==> src/rtl/conv_window_buffer.sv <==
// Multi-channel NxN sliding-window buffer.
// A raster-order pixel stream (all channels in parallel) is written into
// N-1 line buffers per channel. A small shift register assembles the window,
// and complete windows are emitted at the configured stride over a
// valid/ready handshake. Frames may follow each other with no gap.
module conv_window_buffer #(
    parameter int N           = 3,
    parameter int BitSize     = 4,
    parameter int ImageWidth  = 4,
    parameter int ImageHeight = 4,
    parameter int Channels    = 1,
    parameter int Stride      = 1
) (
    input  logic                                             clk,
    input  logic                                             res_n,
    input  logic                                             in_valid,
    output logic                                             in_ready,
    input  logic [Channels-1:0][BitSize-1:0]                 in_data,
    output logic                                             out_valid,
    input  logic                                             out_ready,
    output logic [Channels-1:0][N-1:0][N-1:0][BitSize-1:0]   out_data,
    output logic                                             out_last,
    output logic                                             out_done
);

    localparam int ColW = (ImageWidth  > 1) ? $clog2(ImageWidth)  : 1;
    localparam int RowW = (ImageHeight > 1) ? $clog2(ImageHeight) : 1;
    localparam logic [ColW-1:0] ColMax = ColW'(ImageWidth - 1);
    localparam logic [RowW-1:0] RowMax = RowW'(ImageHeight - 1);

    // Position of the pixel that completes the final stride-aligned window.
    localparam int LastRow = ((ImageHeight - N) / Stride) * Stride + N - 1;
    localparam int LastCol = ((ImageWidth  - N) / Stride) * Stride + N - 1;

    typedef logic [Channels-1:0][N-1:0][N-1:0][BitSize-1:0] window_t;
    typedef logic [Channels-1:0][N-1:0][BitSize-1:0]         column_t;

    logic [ColW-1:0]     col;
    logic [RowW-1:0]     row;

    // line_mem[ch][k][x] holds the pixel of row (row-1-k) at column x.
    logic [BitSize-1:0]  line_mem [Channels][N-1][ImageWidth];

    window_t             win;
    window_t             win_next;
    column_t             col_vec;

    logic                accept;
    logic                consume;
    logic                emit;
    logic                last_hit;
    int                  col_off;
    int                  row_off;

    // Handshake: input is blocked only while a window sits unconsumed.
    always_comb begin
        in_ready = !out_valid || out_ready;
        accept   = in_valid && in_ready;
        consume  = out_valid && out_ready;
    end

    // Decide whether the pixel being accepted completes a stride-aligned window.
    always_comb begin
        col_off  = int'(col) - (N - 1);
        row_off  = int'(row) - (N - 1);
        emit     = accept && (col_off >= 0) && (row_off >= 0) &&
                   ((col_off % Stride) == 0) && ((row_off % Stride) == 0);
        last_hit = (int'(row) == LastRow) && (int'(col) == LastCol);
    end

    // Build the incoming column (oldest row first) and the shifted window.
    always_comb begin
        col_vec  = '0;
        win_next = '0;
        for (int ch = 0; ch < Channels; ch++) begin
            col_vec[ch][N-1] = in_data[ch];
            for (int i = 0; i < N - 1; i++) begin
                col_vec[ch][i] = line_mem[ch][N-2-i][col];
            end
            for (int i = 0; i < N; i++) begin
                for (int j = 0; j < N - 1; j++) begin
                    win_next[ch][i][j] = win[ch][i][j+1];
                end
                win_next[ch][i][N-1] = col_vec[ch][i];
            end
        end
    end

    // Line buffers and window shifter; contents need no reset because
    // nothing is emitted until they have been refilled from the current frame.
    always_ff @(posedge clk) begin
        if (accept) begin
            for (int ch = 0; ch < Channels; ch++) begin
                line_mem[ch][0][col] <= in_data[ch];
                for (int k = 1; k < N - 1; k++) begin
                    line_mem[ch][k][col] <= line_mem[ch][k-1][col];
                end
            end
            win <= win_next;
        end
    end

    // Raster position of the next pixel to be accepted, wrapping per frame.
    always_ff @(posedge clk or posedge res_n) begin
        if (res_n) begin
            col <= '0;
            row <= '0;
        end else if (accept) begin
            if (col == ColMax) begin
                col <= '0;
                row <= (row == RowMax) ? '0 : row + RowW'(1);
            end else begin
                col <= col + ColW'(1);
            end
        end
    end

    // Output register: load a new window, or drop valid once consumed.
    always_ff @(posedge clk or posedge res_n) begin
        if (res_n) begin
            out_valid <= 1'b0;
            out_last  <= 1'b0;
            out_done  <= 1'b0;
            out_data  <= '0;
        end else begin
            if (emit) begin
                out_valid <= 1'b1;
                out_data  <= win_next;
                out_last  <= last_hit;
            end else if (consume) begin
                out_valid <= 1'b0;
                out_last  <= 1'b0;
            end
            out_done <= consume && out_last;
        end
    end

endmodule

==> config.mk <==
export PLATFORM = sky130hd
export DESIGN_NAME = conv_window_buffer
export DESIGN_NICKNAME = d
export VERILOG_FILES = /design/src/rtl/conv_window_buffer.sv
export SDC_FILE = /design/constraint.sdc
export NUM_CORES = 1
export LEC_CHECK = 0
export CORE_ASPECT_RATIO = 0.5
export CORE_UTILIZATION = 40
export CTS_BUF_LIST = sky130_fd_sc_hd__clkbuf_4 sky130_fd_sc_hd__clkbuf_8
export CTS_CLUSTER_DIAMETER = 50
export CTS_CLUSTER_SIZE = 16
export DETAILED_ROUTE_END_ITERATION = 10
export PLACE_DENSITY = 0.61
export SYNTH_ARGS = -nofsm -noshare
export SYNTH_HDL_FRONTEND = slang
export SYNTH_SLANG_ARGS = --single-unit
==> constraint.sdc <==
create_clock -name clk -period 2.2 [get_ports clk]
set_input_delay 0.22 -clock clk [delete_from_list [all_inputs] [get_ports clk]]
set_output_delay 0.22 -clock clk [all_outputs]
set_load 0.03 [all_outputs]
==> flow_summary.ini <==
[setup_path]
cp-start-kind = register
ff2ff_setup_slack_ns = 0.37
slowest_delay_ns = 0.74
rr_endpoint = line_mem[0][17]$_DFFE_PP_
crit_buf_inv = 1
rr_worst_depth = 3
rr_startpoint = col[1]$_DFFE_PP0P_
crit_fanout = 7
crit_family = buffers and inverters
endpoint_kind = output port
crit_arrival_ns = 1.76
cpMaxStageDelayCell = clkdlybuf4s50_1
worstPathRequired_ns = 1.98
crit_type = register to output port
cp_cell_sequence = nand2b_1 -> clkdlybuf4s50_1

[clock_network]
clock_path_buffers = 2
cts_resized = 0
clkTransAtPathRegs_ns = 0.09
ctsHoldBuffers = 0
cts_made_buffers = 9
cts-root-buf = clkbuf_8
cts_setup_buffers = 0
cts_htree_levels = 3
cts.sinks = 99
cts_tree = done
clk_latency_ns = 0.35

[placement]
pre_cts_ws_ns = 0.2183
dpl_cell_area_sq_um = 4353
port_buffers = 47
place.gp.congestion = 0.7080
hpwl_microns = 3989

[die]
rows = 24
core_area_sq_um = 8859
ioPinCount = 48
die_w_microns = 138.1
die_area_sq_um = 9671
die_h_microns = 70.04
initial_core_util_pct = 41.81

[synthesis]
syn_avg_cell_area_sq_um = 20.24
ys_types = 19
synth_nets = 197
synth_edf_count = 56
synth_most_common_cell = edfxtp_1
synth_largest_type_area_fraction_pct = 45.41
synthTopCellsByArea = edfxtp_1 (45%), dfrtp_1 (29%), mux2_4 (8.1%)
synth_mux_area_share_pct = 18.68
async_reset_ff_share_pct = 43.43
synth_seq_cells = 99
ys_warn_count = 0
yosys.area_share.adder_pct = 2.027
synth_compound_area_share_pct = 0.6757
synth_xor_area_share_pct = 0
synth_top_family_by_area = multiplexers
yosys.area_share.simple_pct = 2.027
synth_commonest_cells = edfxtp_1 (56), dfrtp_1 (43), mux2_4 (20)
synth_seq_area_share_pct = 74.46
synthCells = 183
synth_top_area_cell = edfxtp_1
syn_area_sq_um = 3704
synthFlopType = edfxtp_1

[global_route]
antenna_found_initial = 0
grt_max_degree = 25
grt_pass1_vias = 1842
grt_overflow = 0
track_usage_pct = 13.75
grt_first_pass_wirelength_microns = 9922

[finish]
drive_above_1_share_pct = 28.46
nets = 255
fin_area_sq_um = 4533
n_antenna_cell = 0
multi_input_area_sq_um = 878.3
fillers = 711
syn2layout_area_growth_pct = 22.40
seq_area_sq_um = 2758

[routing]
drcViolationCount = 9
wire_per_inst_microns = 16.36
routed_wl_microns = 5939
viasPerCell = 4.719
via_count = 1713
ant_nets = 0
dr.pass1.iters = 9
dr.first_iter.drc_count = 114

[sta]
finClkSkew_ns = 0.009873
finalSetupTns_ns = 0
period_needed_ns = 1.982
worst_slack_ns = 0.2180
max-slew-margin-rel_pct = 61.85
slew_violations = 0
setup_viol = 0
max_freq_mhz = 504.5
post-route-period-util_pct = 90.09
rsz0062_at_grt = no
hold_viol_final = 0
tightest_slew_ns = 0.5723

[power]
vdd_drop_max_uv = 392.1
p_per_area_nw_per_um2 = 1535
leakage_nw = 1.810

[run_status]
status = finished with violations
violations = DRC

[job]
drv_cap = 0

[worst_hold_path]
worstHoldPathType = input pin to async pin
## worst max-delay path by stage
stage | from | to | slack (ns) | cells past startpoint
5_1_grt | out_valid$_DFFE_PP0P_ | in_ready | 0.17 | 2
3_5_place_dp | out_ready | line_mem[0][8]$_DFFE_PP_ | 0.22 | 4
2_1_floorplan | out_valid$_DFFE_PP0P_ | win[10]$_DFFE_PP_ | 0.34 | 3
4_1_cts | out_valid$_DFFE_PP0P_ | in_ready | 0.20 | 2
6_report | out_valid$_DFFE_PP0P_ | in_ready | 0.22 | 2
3_3_place_gp | out_ready | in_ready | 0.26 | 3
## worst reg2reg max path: stages (launching register included)
cell and delay, ns:
dfrtp_1 0.71, ha_1 0.30, nand3_1 0.15, inv_1 0.34
## logic make-up after synthesis
family / after synthesis
AO/OA/AOI/OAI: 3
buffers and inverters: 13
multiplexers: 47
flip-flops: 99
AND/OR/NAND/NOR: 15
adder cells (fa/ha/maj): 6
## where the power goes
| part | leakage, nW | total [W] | internal, W | switching, W |
|---|---|---|---|---|
| registers | 1.04 | 0.00309 | 0.00273 | 0.000365 |
| clock network | 0.0944 | 0.00106 | 0.000492 | 0.000570 |
| logic | 0.677 | 0.00280 | 0.00139 | 0.00142 |
## stage by stage
step	instances	power [W]	hold slack [ns]	utilization, %
2_1_floorplan	183	0.004888	0.3189	-
5_1_grt	363	0.007333	0.2462	51.17
4_1_cts	363	0.007056	0.2060	51.17
3_3_place_gp	347	0.005897	0.4280	49.14
6_report	363	0.006958	0.2004	51.17
3_5_place_dp	347	0.005979	0.4349	49.14
## per-layer routing
metal	vias up	track usage, %	wire length, microns
li1	794	-	-
met5	-	0	0
met3	13	3.978	264
met2	37	20.29	2627
met1	869	18.84	2943
met4	0	6.617	103
## registers in the layout, indices dropped and copies added (netlist names)
signal / count
line_mem: 32
col: 2
out_last: 1
win: 24
row: 2
out_done: 1
out_valid: 1
out_data: 36
## cells in the final DEF (no fill, tap or decap), drive strengths merged, types with 3 or more instances in the layout
cell,instances
edfxtp,56
clkdlybuf4s50,47
dfrtp,43
mux2,37
clkbuf,14
mux4,8
buf,7
ha,6
inv,6
and3,4
nand2,4
nand3,3
## layout make-up
cell class,count,share of cell area (%)
clock inverters,2,0.2760
clock buffers,14,3.699
flip-flops and latches,99,60.83
well taps,117,3.229
multi-input cells,71,19.38
repair buffers,54,12.09
inverters,6,0.4968
Power figures use the tool's default switching activity.
